==> src/rtl/dither_packer.sv <==
`default_nettype none
// ============================================================================
// Module      : dither_packer
// Description : Packs 4-pixel dithered nibbles MSB-first into NIBBLES*4-bit
//               words for the framebuffer write FIFO. A line is closed with a
//               zero-padded partial word flagged as last.
// Ports       : clk, rst        - clock, async active-high reset
//               clr_i           - sync clear of the partial word
//               in_valid_i / in_nibble_i / in_last_i / in_ready_o
//                               - nibble input handshake (pixel 0 in bit 3)
//               out_valid_o / out_data_o / out_last_o / out_count_o /
//               out_ready_i     - packed word output handshake
// Revision    : 1.0 - initial release
// ============================================================================
module dither_packer #(
  parameter int NIBBLES = 8,
  parameter int CW      = 5
) (
  input  logic                 clk,
  input  logic                 rst,
  input  logic                 clr_i,
  input  logic                 in_valid_i,
  input  logic [3:0]           in_nibble_i,
  input  logic                 in_last_i,
  output logic                 in_ready_o,
  output logic                 out_valid_o,
  output logic [4*NIBBLES-1:0] out_data_o,
  output logic                 out_last_o,
  output logic [CW-1:0]        out_count_o,
  input  logic                 out_ready_i
);

  localparam int            OW       = 4 * NIBBLES;
  localparam logic [CW-1:0] LAST_IDX = CW'(NIBBLES - 1);

  logic [OW-1:0] acc_q,       acc_d;
  logic [CW-1:0] idx_q,       idx_d;
  logic          out_valid_q, out_valid_d;
  logic [OW-1:0] out_data_q,  out_data_d;
  logic          out_last_q,  out_last_d;
  logic [CW-1:0] out_count_q, out_count_d;

  logic          w_at_end;
  logic          w_acc_en;
  logic          w_cmp;
  logic [OW-1:0] w_merged;

  assign w_at_end = (idx_q == LAST_IDX);

  // Only a completing beat needs the output register, so non-completing
  // nibbles keep flowing into the accumulator while the output is stalled.
  assign in_ready_o = ~out_valid_q | out_ready_i | (~w_at_end & ~in_last_i);

  // clr drops the nibble presented in the same cycle.
  assign w_acc_en = in_valid_i & in_ready_o & ~clr_i;
  assign w_cmp    = w_acc_en & (w_at_end | in_last_i);

  // Accumulator with the incoming nibble dropped into slot idx.
  always_comb begin
    w_merged = acc_q;
    for (int i = 0; i < NIBBLES; i++) begin
      if (idx_q == CW'(i)) begin
        w_merged[OW-1-4*i -: 4] = in_nibble_i;
      end
    end
  end

  always_comb begin
    acc_d       = acc_q;
    idx_d       = idx_q;
    out_valid_d = out_valid_q;
    out_data_d  = out_data_q;
    out_last_d  = out_last_q;
    out_count_d = out_count_q;

    if (out_valid_q && out_ready_i) begin
      out_valid_d = 1'b0;
    end

    if (clr_i) begin
      acc_d = '0;
      idx_d = '0;
    end else if (w_cmp) begin
      // A new word may replace the one leaving this cycle.
      out_data_d  = w_merged;
      out_count_d = idx_q + CW'(1);
      out_last_d  = in_last_i;
      out_valid_d = 1'b1;
      acc_d       = '0;
      idx_d       = '0;
    end else if (w_acc_en) begin
      acc_d = w_merged;
      idx_d = idx_q + CW'(1);
    end
  end

  always_ff @(posedge clk or posedge rst) begin
    if (rst) begin
      acc_q       <= '0;
      idx_q       <= '0;
      out_valid_q <= 1'b0;
      out_data_q  <= '0;
      out_last_q  <= 1'b0;
      out_count_q <= '0;
    end else begin
      acc_q       <= acc_d;
      idx_q       <= idx_d;
      out_valid_q <= out_valid_d;
      out_data_q  <= out_data_d;
      out_last_q  <= out_last_d;
      out_count_q <= out_count_d;
    end
  end

  assign out_valid_o = out_valid_q;
  assign out_data_o  = out_data_q;
  assign out_last_o  = out_last_q;
  assign out_count_o = out_count_q;

endmodule
`default_nettype wire

==> config.mk <==
export PLATFORM = sky130hd
export DESIGN_NAME = dither_packer
export DESIGN_NICKNAME = d
export VERILOG_FILES = /design/src/rtl/dither_packer.sv
export SDC_FILE = /design/constraint.sdc
export NUM_CORES = 1
export LEC_CHECK = 0
export ABC_CLOCK_PERIOD_IN_PS = 2910
export BUFFER_PORTS_ARGS = -buffer_cell sky130_fd_sc_hd__buf_2
export CORE_ASPECT_RATIO = 2
export CORE_MARGIN = 2
export CORE_UTILIZATION = 59
export DETAILED_ROUTE_END_ITERATION = 12
export GPL_TIMING_DRIVEN = 0
export HOLD_SLACK_MARGIN = 0.12
export PLACE_DENSITY = 0.82
export SYNTH_ARGS = -nofsm -noshare
export SYNTH_HDL_FRONTEND = slang
export SYNTH_SLANG_ARGS = --single-unit
==> constraint.sdc <==
create_clock -name clk -period 2.91 [get_ports clk]
set_clock_uncertainty 0.2 [all_clocks]
set_input_delay 0.4365 -clock clk [delete_from_list [all_inputs] [get_ports clk]]
set_output_delay 0.4365 -clock clk [all_outputs]
set_load 0.01 [all_outputs]
### Word level (Yosys, flattened, before mapping)

Cells that the tools add are included.

| storage, ports and cells | value |
|---|---|
| flip-flop bits (word level) | 76 |
| bits in latches | 0 |
| RAM bits | 0 |
| bits in read-only memories | 0 |
| input bits | 10 |
| memories kept | 0 |

| operators by class | value |
|---|---|
| add/sub/neg operators | 1 |
| $mul | 0 |
| divide/modulo/power cells | 0 |
| order comparisons | 0 |
| equal/unequal tests | 7 |
| shift operators | 0 |
| multiplexer cells | 17 |
| bitwise logic cells | 11 |
| reductions and logical operators | 4 |

Operators with widths:

| cell | count |
|---|---|
| $mux 32 | 3 |
| $mux 4 | 8 |
| $eq 5x3->1 const B | 4 |
| $mux 5 | 3 |
| $eq 5x2->1 const B | 2 |
| $add 5x1->5 const B | 1 |
| $eq 5x1->1 const B | 1 |
| $logic_not 5->1 | 1 |
| $and 1x1->1 | 4 |
| $not 1->1 | 4 |
| $mux 1 | 3 |
| $or 1x1->1 | 3 |
| $reduce_bool 3->1 | 1 |
| $reduce_and 2->1 | 1 |
| $logic_and 1x1->1 | 1 |

### Longest topological paths before layout

Gate-level depths: netlist of run 1.

| depth | value |
|---|---|
| word-level depth | 9 |
| mapped depth | 7 |
| mapped depth without buffers | 5 |

### Worst setup path after synthesis of run 1

No wires, ideal clock.

| timing | value |
|---|---|
| kind | register -> register |
| from | register idx_q[0] |
| to | register out_data_q[10], in the netlist out_data_o[10] |
| setup time | 0.127 ns |
| data arrival time | 1.917 ns |
| path slack | 0.666 ns |
| stages on the path, launching flop included | 8 |
| buffers on the path | 3 |
| path through | dfrtp_1 > ha_1 > nand4bb_1 > buf_2 > a2111oi_4 > buf_6 > buf_6 > mux2_1 |

| between the ends | value |
|---|---|
| longest elaborated chain between the ends | 8 |
| elaborated cells between the ends (all ways) | 11 |
| those cells by class | eq/ne: 2; mux: 1; bitwise: 7; reduce/logical: 1 |

Ends and longest elaborated chain:

| element | RTL line | source |
|---|---|---|
| start, declared | 37 | `logic [CW-1:0] idx_q, idx_d;` |
| start signal, assigned | 107 | `idx_q <= idx_d;` |
| $eq 5x3->1 | 48 | `assign w_at_end = (idx_q == LAST_IDX);` |
| $not 1->1 | 52 | `assign in_ready_o = ~out_valid_q \| out_ready_i \| (~w_at_end & ~in_last_i);` |
| $and 1x1->1 | 52 |  |
| $or 1x1->1 | 52 |  |
| $and 1x1->1 (2 in series) | 55 | `assign w_acc_en = in_valid_i & in_ready_o & ~clr_i;` |
| $and 1x1->1 | 56 | `assign w_cmp = w_acc_en & (w_at_end \| in_last_i);` |
| $reduce_and 2->1 (no source line) | n/a |  |
| end signal, assigned | 109 | `out_data_q <= out_data_d;` |
| end, declared | 39 | `logic [OW-1:0] out_data_q, out_data_d;` |

Parallel ways exist; a longest one is shown, timed or not.
A chain may end at the register's enable or synchronous reset.

### Final worst setup path of run 1

| timing | value |
|---|---|
| from | register idx_q[0] |
| to | output in_ready_o |

| between the ends | value |
|---|---|
| longest elaborated chain between the ends | 4 |

Ends and longest elaborated chain:

| element | RTL line | source |
|---|---|---|
| $eq 5x3->1 | 48 |  |
| $not 1->1 | 52 |  |
| $and 1x1->1 | 52 |  |
| $or 1x1->1 | 52 |  |
| end, declared | 25 | `output logic in_ready_o,` |

Every way passes these cells.

==> results of run 1 <==
[worst min path at each step]
stage / start / to / slack, ns
2_1_floorplan: acc_q[3]$_DFFE_PP0P_ / acc_q[3]$_DFFE_PP0P_ / 0.31
3_3_place_gp: out_count_o[0]$_DFFE_PP0P_ / out_count_o[0]$_DFFE_PP0P_ / 0.26
3_5_place_dp: out_count_o[1]$_DFFE_PP0P_ / out_count_o[1]$_DFFE_PP0P_ / 0.27
4_1_cts: rst / out_data_o[25]$_DFFE_PP0P_ / 0.15
5_1_grt: rst / acc_q[25]$_DFFE_PP0P_ / 0.21
6_report: rst / acc_q[25]$_DFFE_PP0P_ / 0.10
[placed cells by master (no fill, tap or decap), types with 6 or more instances in the layout]
master,n
a31oi_1,24
buf_2,53
clkbuf_1,29
clkbuf_16,9
dfrtp_1,76
inv_1,9
mux2_1,15
mux2_2,46
nand4_1,48
nor2b_1,9
nor4b_1,6
o221ai_1,25
[per-layer routing]
layer  part of all wire  vias up  global-route usage
li1                   -     1592                   -
met1               0.37     1725              0.3372
met2               0.53      171              0.4954
met3              0.053       40             0.05239
met4              0.046        0              0.1889
met5                  0        -                   0
[power by group through the flow]
stage	Sequential, mW	Clock, mW	Combinational (mW)
4_1_cts	1.11	1.20	0.236
3_3_place_gp	1.12	0	0.228
5_1_grt	1.11	1.26	0.257
3_5_place_dp	1.12	0	0.235
6_report	1.11	1.20	0.239
2_1_floorplan	1.14	0	0.135
[through the flow]
step           cell area [sq um]  instances
6_report                    4920        529
5_1_grt                     4920        529
4_1_cts                     4916        529
3_5_place_dp                4596        513
3_3_place_gp                4593        513
2_1_floorplan               4240        375
[layout make-up]
type / count / share of cell area
Inverter: 11 / 0.008901
Clock buffer: 12 / 0.05010
Tap cell: 90 / 0.02289
Multi-Input combinational cell: 242 / 0.4219
Buffer: 46 / 0.04603
Clock inverter: 4 / 0.01475
Timing Repair Buffer: 48 / 0.04883
Sequential cell: 76 / 0.3866
[worst max-delay path, stage by stage, from the launching register on]
cell and delay [ns]:
dfrtp_1 0.47, ha_2 0.29, nor4bb_1 0.31, clkbuf_2 0.24, clkbuf_2 0.26, o21ai_0 0.12
buf_2 0.18
[sequential cells by signal, summed over array words and instances (netlist names)]
name	cells
acc_q	32
out_data_o	32
idx_q	5
out_count_o	5
out_last_o	1
out_valid_o	1
[logic make-up (layout without fill, tap and decap cells)]
group | Yosys count | count (layout) | synth area share
XOR/XNOR | 3 | 3 | 0.006198
adder cells (fa/ha/maj) | 4 | 4 | 0.01180
buffers and inverters | 57 | 121 | 0.06255
multiplexers | 65 | 65 | 0.1714
AO/OA/AOI/OAI | 68 | 68 | 0.1266
AND/OR/NAND/NOR | 102 | 102 | 0.1729
flip-flops | 76 | 76 | 0.4485
==> key figures, run 1 <==
Critical path
  – Nature of the critical path startpoint: register
  – R2R setup slack: 0.33 ns
  – CP Capture Type: output port
  – Crit path max fanout: 10
  – R2R cell count: 5
  – Crit path to: in_ready_o
  – Crit. Startpoint: idx_q[0]$_DFFE_PP0P_
  – Critical path type: reg2out
  – Reg-to-reg startpoint: idx_q[0]$_DFFE_PP0P_
  – R2R Path End: out_data_o[15]$_DFFE_PP0P_
  – Critical Path AT: 2.21 ns
  – CP required: 2.27 ns

Flow run
  – Max-cap violations: 0

Timing
  – PnR worst setup slack: 0.06315 ns
  – Period utilization: 0.9783
  – Max-slew violation count: 0
  – WHS: 0.1009 ns
  – Hold Vio Cnt, Final: 0
  – Fmax: 351.3 MHz
  – Final setup viols: 0
  – Final min period: 2.847 ns
  – Setup TNS Final: 0 ns
  – RSZ-0062 raised after global routing: no
  – Worst-margin pin slew: 0.9237 ns
  – Slew HR: 0.3842

Clock tree
  – CTS Hold Bufs: 0
  – Clock root buffer: clkbuf_16
  – CTS buffer count: 9
  – Clk Latency, worst-skew pair: 0.34 ns
  – H-Tree Depth: 3
  – Clk pin slew, worst setup/hold paths: 0.06 ns
  – CTS tree: yes
  – Post_cts resized: 1
  – Clock Sinks: 76
  – Max Buffers Root-to-Sink: 2
  – Setup bufs post-CTS: 0

Power
  – Worst VDD drop: 0.4133 mV
  – Switching share of power: 0.2367
  – NetSw: 603.0 uW
  – Leakage: 2.205 nW
  – Internal power: 1.945 mW
  – Clk pwr share: 0.472
  – Total power: 2.548 mW
  – PwrDens: 517.8 nW/um^2
  – Logic pwr share: 0.094
  – Seq pwr share: 0.434

Floorplanning
  – Core box area: 6940 sq um
  – Die W: 63.95 um
  – Top Ports: 50
  – FP Rows: 43
  – Die area: 7922 sq um
  – Initial core utilization: 0.6110
  – Vert. Die Dim: 123.9 um

Drt
  – Routed length per instance: 20.84 um
  – DR iter-0 viols: 390
  – Vias per std cell: 6.669
  – Final wirelength: 11.03 mm
  – DR pass1 iterations: 5
  – Antenna Nets Post-Route: 0
  – DR DRC count: 0
  – Via Count: 3528

Synthesis
  – Synth Warn #: 0
  – Seq/Total Area, Yosys: 0.4485
  – Main synth FF type: dfrtp_1
  – Syn Std Cell Area: 4240 sq um
  – Synth Register Bits: 76
  – Cell count after synthesis: 375
  – Area contributors post-synth: dfrtp_1 45%, mux2_2 12%, nand4_1 7.1%
  – Most instantiated cells after synthesis: 76 x dfrtp_1, 48 x nand4_1, 46 x mux2_2, 29 x clkbuf_1, 25 x o221ai_1
  – Yosys cell types: 43
  – Most instantiated library cell after synthesis: dfrtp_1
  – Yosys top cell area share: 0.4485
  – Yosys top cell by area: dfrtp_1
  – Syn nets: 389
  – Async set-reset flop share out of synthesis: 1.000
  – Number of synthesized flops with an enable pin: 0
  – Avg Synthesized Cell Area: 11.31 sq um

Final layout
  – Antenna cells: 0
  – Area of the multi-input gates: 2076 sq um
  – Layout fillers: 511
  – Sequential Area: 1902 sq um
  – Final Util: 0.7089
  – Area growth, synth to finish: 16.02%
  – NumNets Final: 448
  – Layout cell share with drive strength beyond 1: 0.3007

Placement
  – PortBufs: 48
  – Gpl congestion: 0.9409
  – Dpl ws: 0.3266 ns
  – Hpwl dp: 7.532 mm

Min path
  – Worst Hold Class: in2async

Global routing
  – GRT overflow: 0
  – Initial antenna violation count: 0
  – Largest net degree at the start of global routing: 77
  – Gr usage total: 0.2928
  – Global-route wire length before repair: 17.85 mm
  – Number of global-route vias before repair: 3530

Status
  – Status: complete, no violations
(Power assumes the default switching activity.)
==> run 2: changes to the inputs <==
--- a/config.mk
+++ b/config.mk
@@ -11,7 +11,6 @@
 export CORE_MARGIN = 2
-export CORE_UTILIZATION = 59
+export CORE_UTILIZATION = 44
 export DETAILED_ROUTE_END_ITERATION = 12
-export GPL_TIMING_DRIVEN = 0
 export HOLD_SLACK_MARGIN = 0.12
-export PLACE_DENSITY = 0.82
+export PLACE_DENSITY = 0.64
 export SYNTH_ARGS = -nofsm -noshare
==> constraint.sdc (replaced) <==
create_clock -name clk -period 2.91 [get_ports clk]
set_clock_uncertainty 0.2 [all_clocks]
set_input_delay 0.1455 -clock clk [delete_from_list [all_inputs] [get_ports clk]]
set_output_delay 0.1455 -clock clk [all_outputs]
set_load 0.01 [all_outputs]
==> key figures, run 2 (synthesis results as in run 1) <==
Global routing
  – Initial antenna violation count: 0 (unchanged)
  – GRT overflow: 0 (unchanged)
  – Gr usage total: 0.2111 (-0.08170)
  – Largest net degree at the start of global routing: 77 (unchanged)
  – Number of global-route vias before repair: 3534 (+0.11%)
  – Global-route wire length before repair: 17.47 mm (-2.1%)

Placement
  – Hpwl dp: 6.523 mm (-13%)
  – # placed instances: 502 (-2.1%)
  – PortBufs: 49 (+2.1%)
  – Gpl congestion: 0.8462 (-10%)

Drt
  – Routed length per instance: 19.87 um (-4.7%)
  – DR pass1 iterations: 4 (-1)
  – Vias per std cell: 6.458 (-3.2%)
  – Antenna Nets Post-Route: 0 (unchanged)
  – Final wirelength: 10.45 mm (-5.2%)
  – Via Count: 3397 (-3.7%)
  – DR iter-0 viols: 313 (-20%)
  – DR DRC count: 0 (unchanged)

Critical path
  – Largest delay share family, worst path: buffers and inverters
  – Crit path max fanout: 9 (-1)
  – CP required: 2.98 ns (+0.71 ns)
  – Reg-to-reg startpoint: idx_q[0]$_DFFE_PP0P_
  – R2R cell count: 7 (+2)
  – Critical path type: reg2reg
  – CP Buf/Inv Count: 3 (unchanged)
  – R2R setup slack: 0.22 ns (-0.11 ns)
  – Critical Path AT: 2.76 ns (+0.55 ns)
  – R2R Path End: out_valid_o$_DFF_PP0_
  – Critical Path Most Common Cell: dlygate4sd3_1
  – Max incr delay on CP: 0.56 ns (+0.09 ns)
  – CP cell instances: ha_2, nor4bb_4, buf_4, o21ai_0, dlygate4sd3_1, nand2_1, dlygate4sd3_1
  – Slowest stage cell, crit path: dlygate4sd3_1
  – Nature of the critical path startpoint: register
  – CP Capture Type: register

Final layout
  – Layout fillers: 834 (+63%)
  – NumNets Final: 432 (-3.6%)
  – Antenna cells: 0 (unchanged)
  – Most frequent cells in the layout: 76 x dfrtp_1, 49 x buf_2, 48 x nand4_1, 46 x mux2_2, 25 x o221ai_1
  – Layout Cells excl Fill: 526 (-0.57%)
  – Commonest non-fill, non-tap cell in the layout: dfrtp_1
  – Layout cell share with drive strength beyond 1: 0.3389 (+0.03818)
  – Area growth, synth to finish: 16.29%

Clock tree
  – CTS tree: yes
  – Max Buffers Root-to-Sink: 2 (unchanged)
  – Clk Latency, worst-skew pair: 0.33 ns (about the same)
  – Clock Sinks: 76 (unchanged)
  – Clock root buffer: clkbuf_16
  – H-Tree Depth: 3 (unchanged)
  – Clk pin slew, worst setup/hold paths: 0.06 ns (about the same)
  – CTS buffer count: 9 (unchanged)

Status
  – Status: complete, no violations

Floorplanning
  – FP Rows: 50 (+16%)
  – Die area: 10490 sq um (+32%)
  – Top Ports: 50 (unchanged)
  – Die W: 73.42 um (+15%)
  – Core box area: 9384 sq um (+35%)
  – Initial core utilization: 0.4519 (-0.1591)
  – Vert. Die Dim: 142.8 um (+15%)

Timing
  – Hold Vio Cnt, Final: 0 (unchanged)
  – Setup TNS Final: 0 ns (unchanged)
  – Final setup viols: 0 (unchanged)
  – Slew HR: 0.4400 (+0.05577)
  – Worst-margin pin slew: 0.8401 ns (-0.08366 ns)
  – Fmax: 371.6 MHz (+5.8%)
  – Max-slew violation count: 0 (unchanged)
  – RSZ-0062 raised after global routing: no
  – Period utilization: 0.9249 (-0.05344)
  – Final min period: 2.691 ns (-0.1555 ns)

Power
  – PwrDens: 474.7 nW/um^2 (-8.3%)
  – Worst VDD drop: 0.3841 mV (-7.1%)
  – Leakage: 2.217 nW (+0.53%)

Flow run
  – Max-cap violations: 0 (unchanged)

Min path
  – Worst Hold Class: in2async
## run 2: metal layers
metal | wire (um) | up-vias | global-route usage
met1 | 4366 | 1716 | 0.2662
met2 | 5548 | 111 | 0.3594
li1 | - | 1557 | -
met5 | 0 | - | 0
met4 | 175 | 0 | 0.08134
met3 | 361 | 13 | 0.02893
## run 2: worst max path at each step
stage,startpoint,end,slack (ns),cells past startpoint
floorplan,rst,acc_q[0]$_DFFE_PP0P_,0.63,1
detailed placement,idx_q[0]$_DFFE_PP0P_,idx_q[2]$_DFFE_PP0P_,0.38,5
finish,idx_q[0]$_DFFE_PP0P_,out_valid_o$_DFF_PP0_,0.22,7
global placement,idx_q[0]$_DFFE_PP0P_,idx_q[2]$_DFFE_PP0P_,0.47,5
CTS,idx_q[0]$_DFFE_PP0P_,out_valid_o$_DFF_PP0_,0.14,7
global route,idx_q[0]$_DFFE_PP0P_,out_valid_o$_DFF_PP0_,0.06,7
## run 2: area by class of cell
type                    count  area, sq um  share of cell area
inverters                  11        41.29            0.008374
flip-flops and latches     76         1902              0.3857
clock buffers              10        229.0             0.04643
well taps                 104        130.1             0.02639
multi-input cells         242         2101              0.4260
repair buffers             78        498.0              0.1010
clock inverters             5        30.03            0.006090
## run 2: worst min-delay path, delay by kind of cell
| family | cells | cell delay, ns |
|---|---|---|
| buffers and inverters | 4 | 1.03 |
## run 2: per-stage QoR
step | cell area (sq um) | worst slack (ns) | total power, mW | hold WS [ns] | util
4_1_cts | 4928 | 0.1430 | 2.359 | 0.2419 | 0.5252
6_report | 4931 | 0.2186 | 2.341 | 0.2321 | 0.5255
3_5_place_dp | 4579 | 0.3843 | 1.359 | 0.06801 | 0.4880
5_1_grt | 4931 | 0.05836 | 2.423 | 0.2635 | 0.5255
2_1_floorplan | 4240 | 0.6262 | 1.273 | 0.1729 | -
3_3_place_gp | 4579 | 0.4684 | 1.356 | 0.06389 | 0.4880
## run 2: what timing repair did
item,CTS,global route
resized for setup,0,1
endpoints found under the setup margin,0,1
hold buffers,9,0
hold endpoints to repair,104,0
buffers inserted,0,0
## run 2: where the power goes
group / switching [mW] / internal, mW
Clock: 0.425 / 0.568
Combinational: 0.152 / 0.0923
Sequential: 0.0157 / 1.09
Total: 0.592 / 1.75
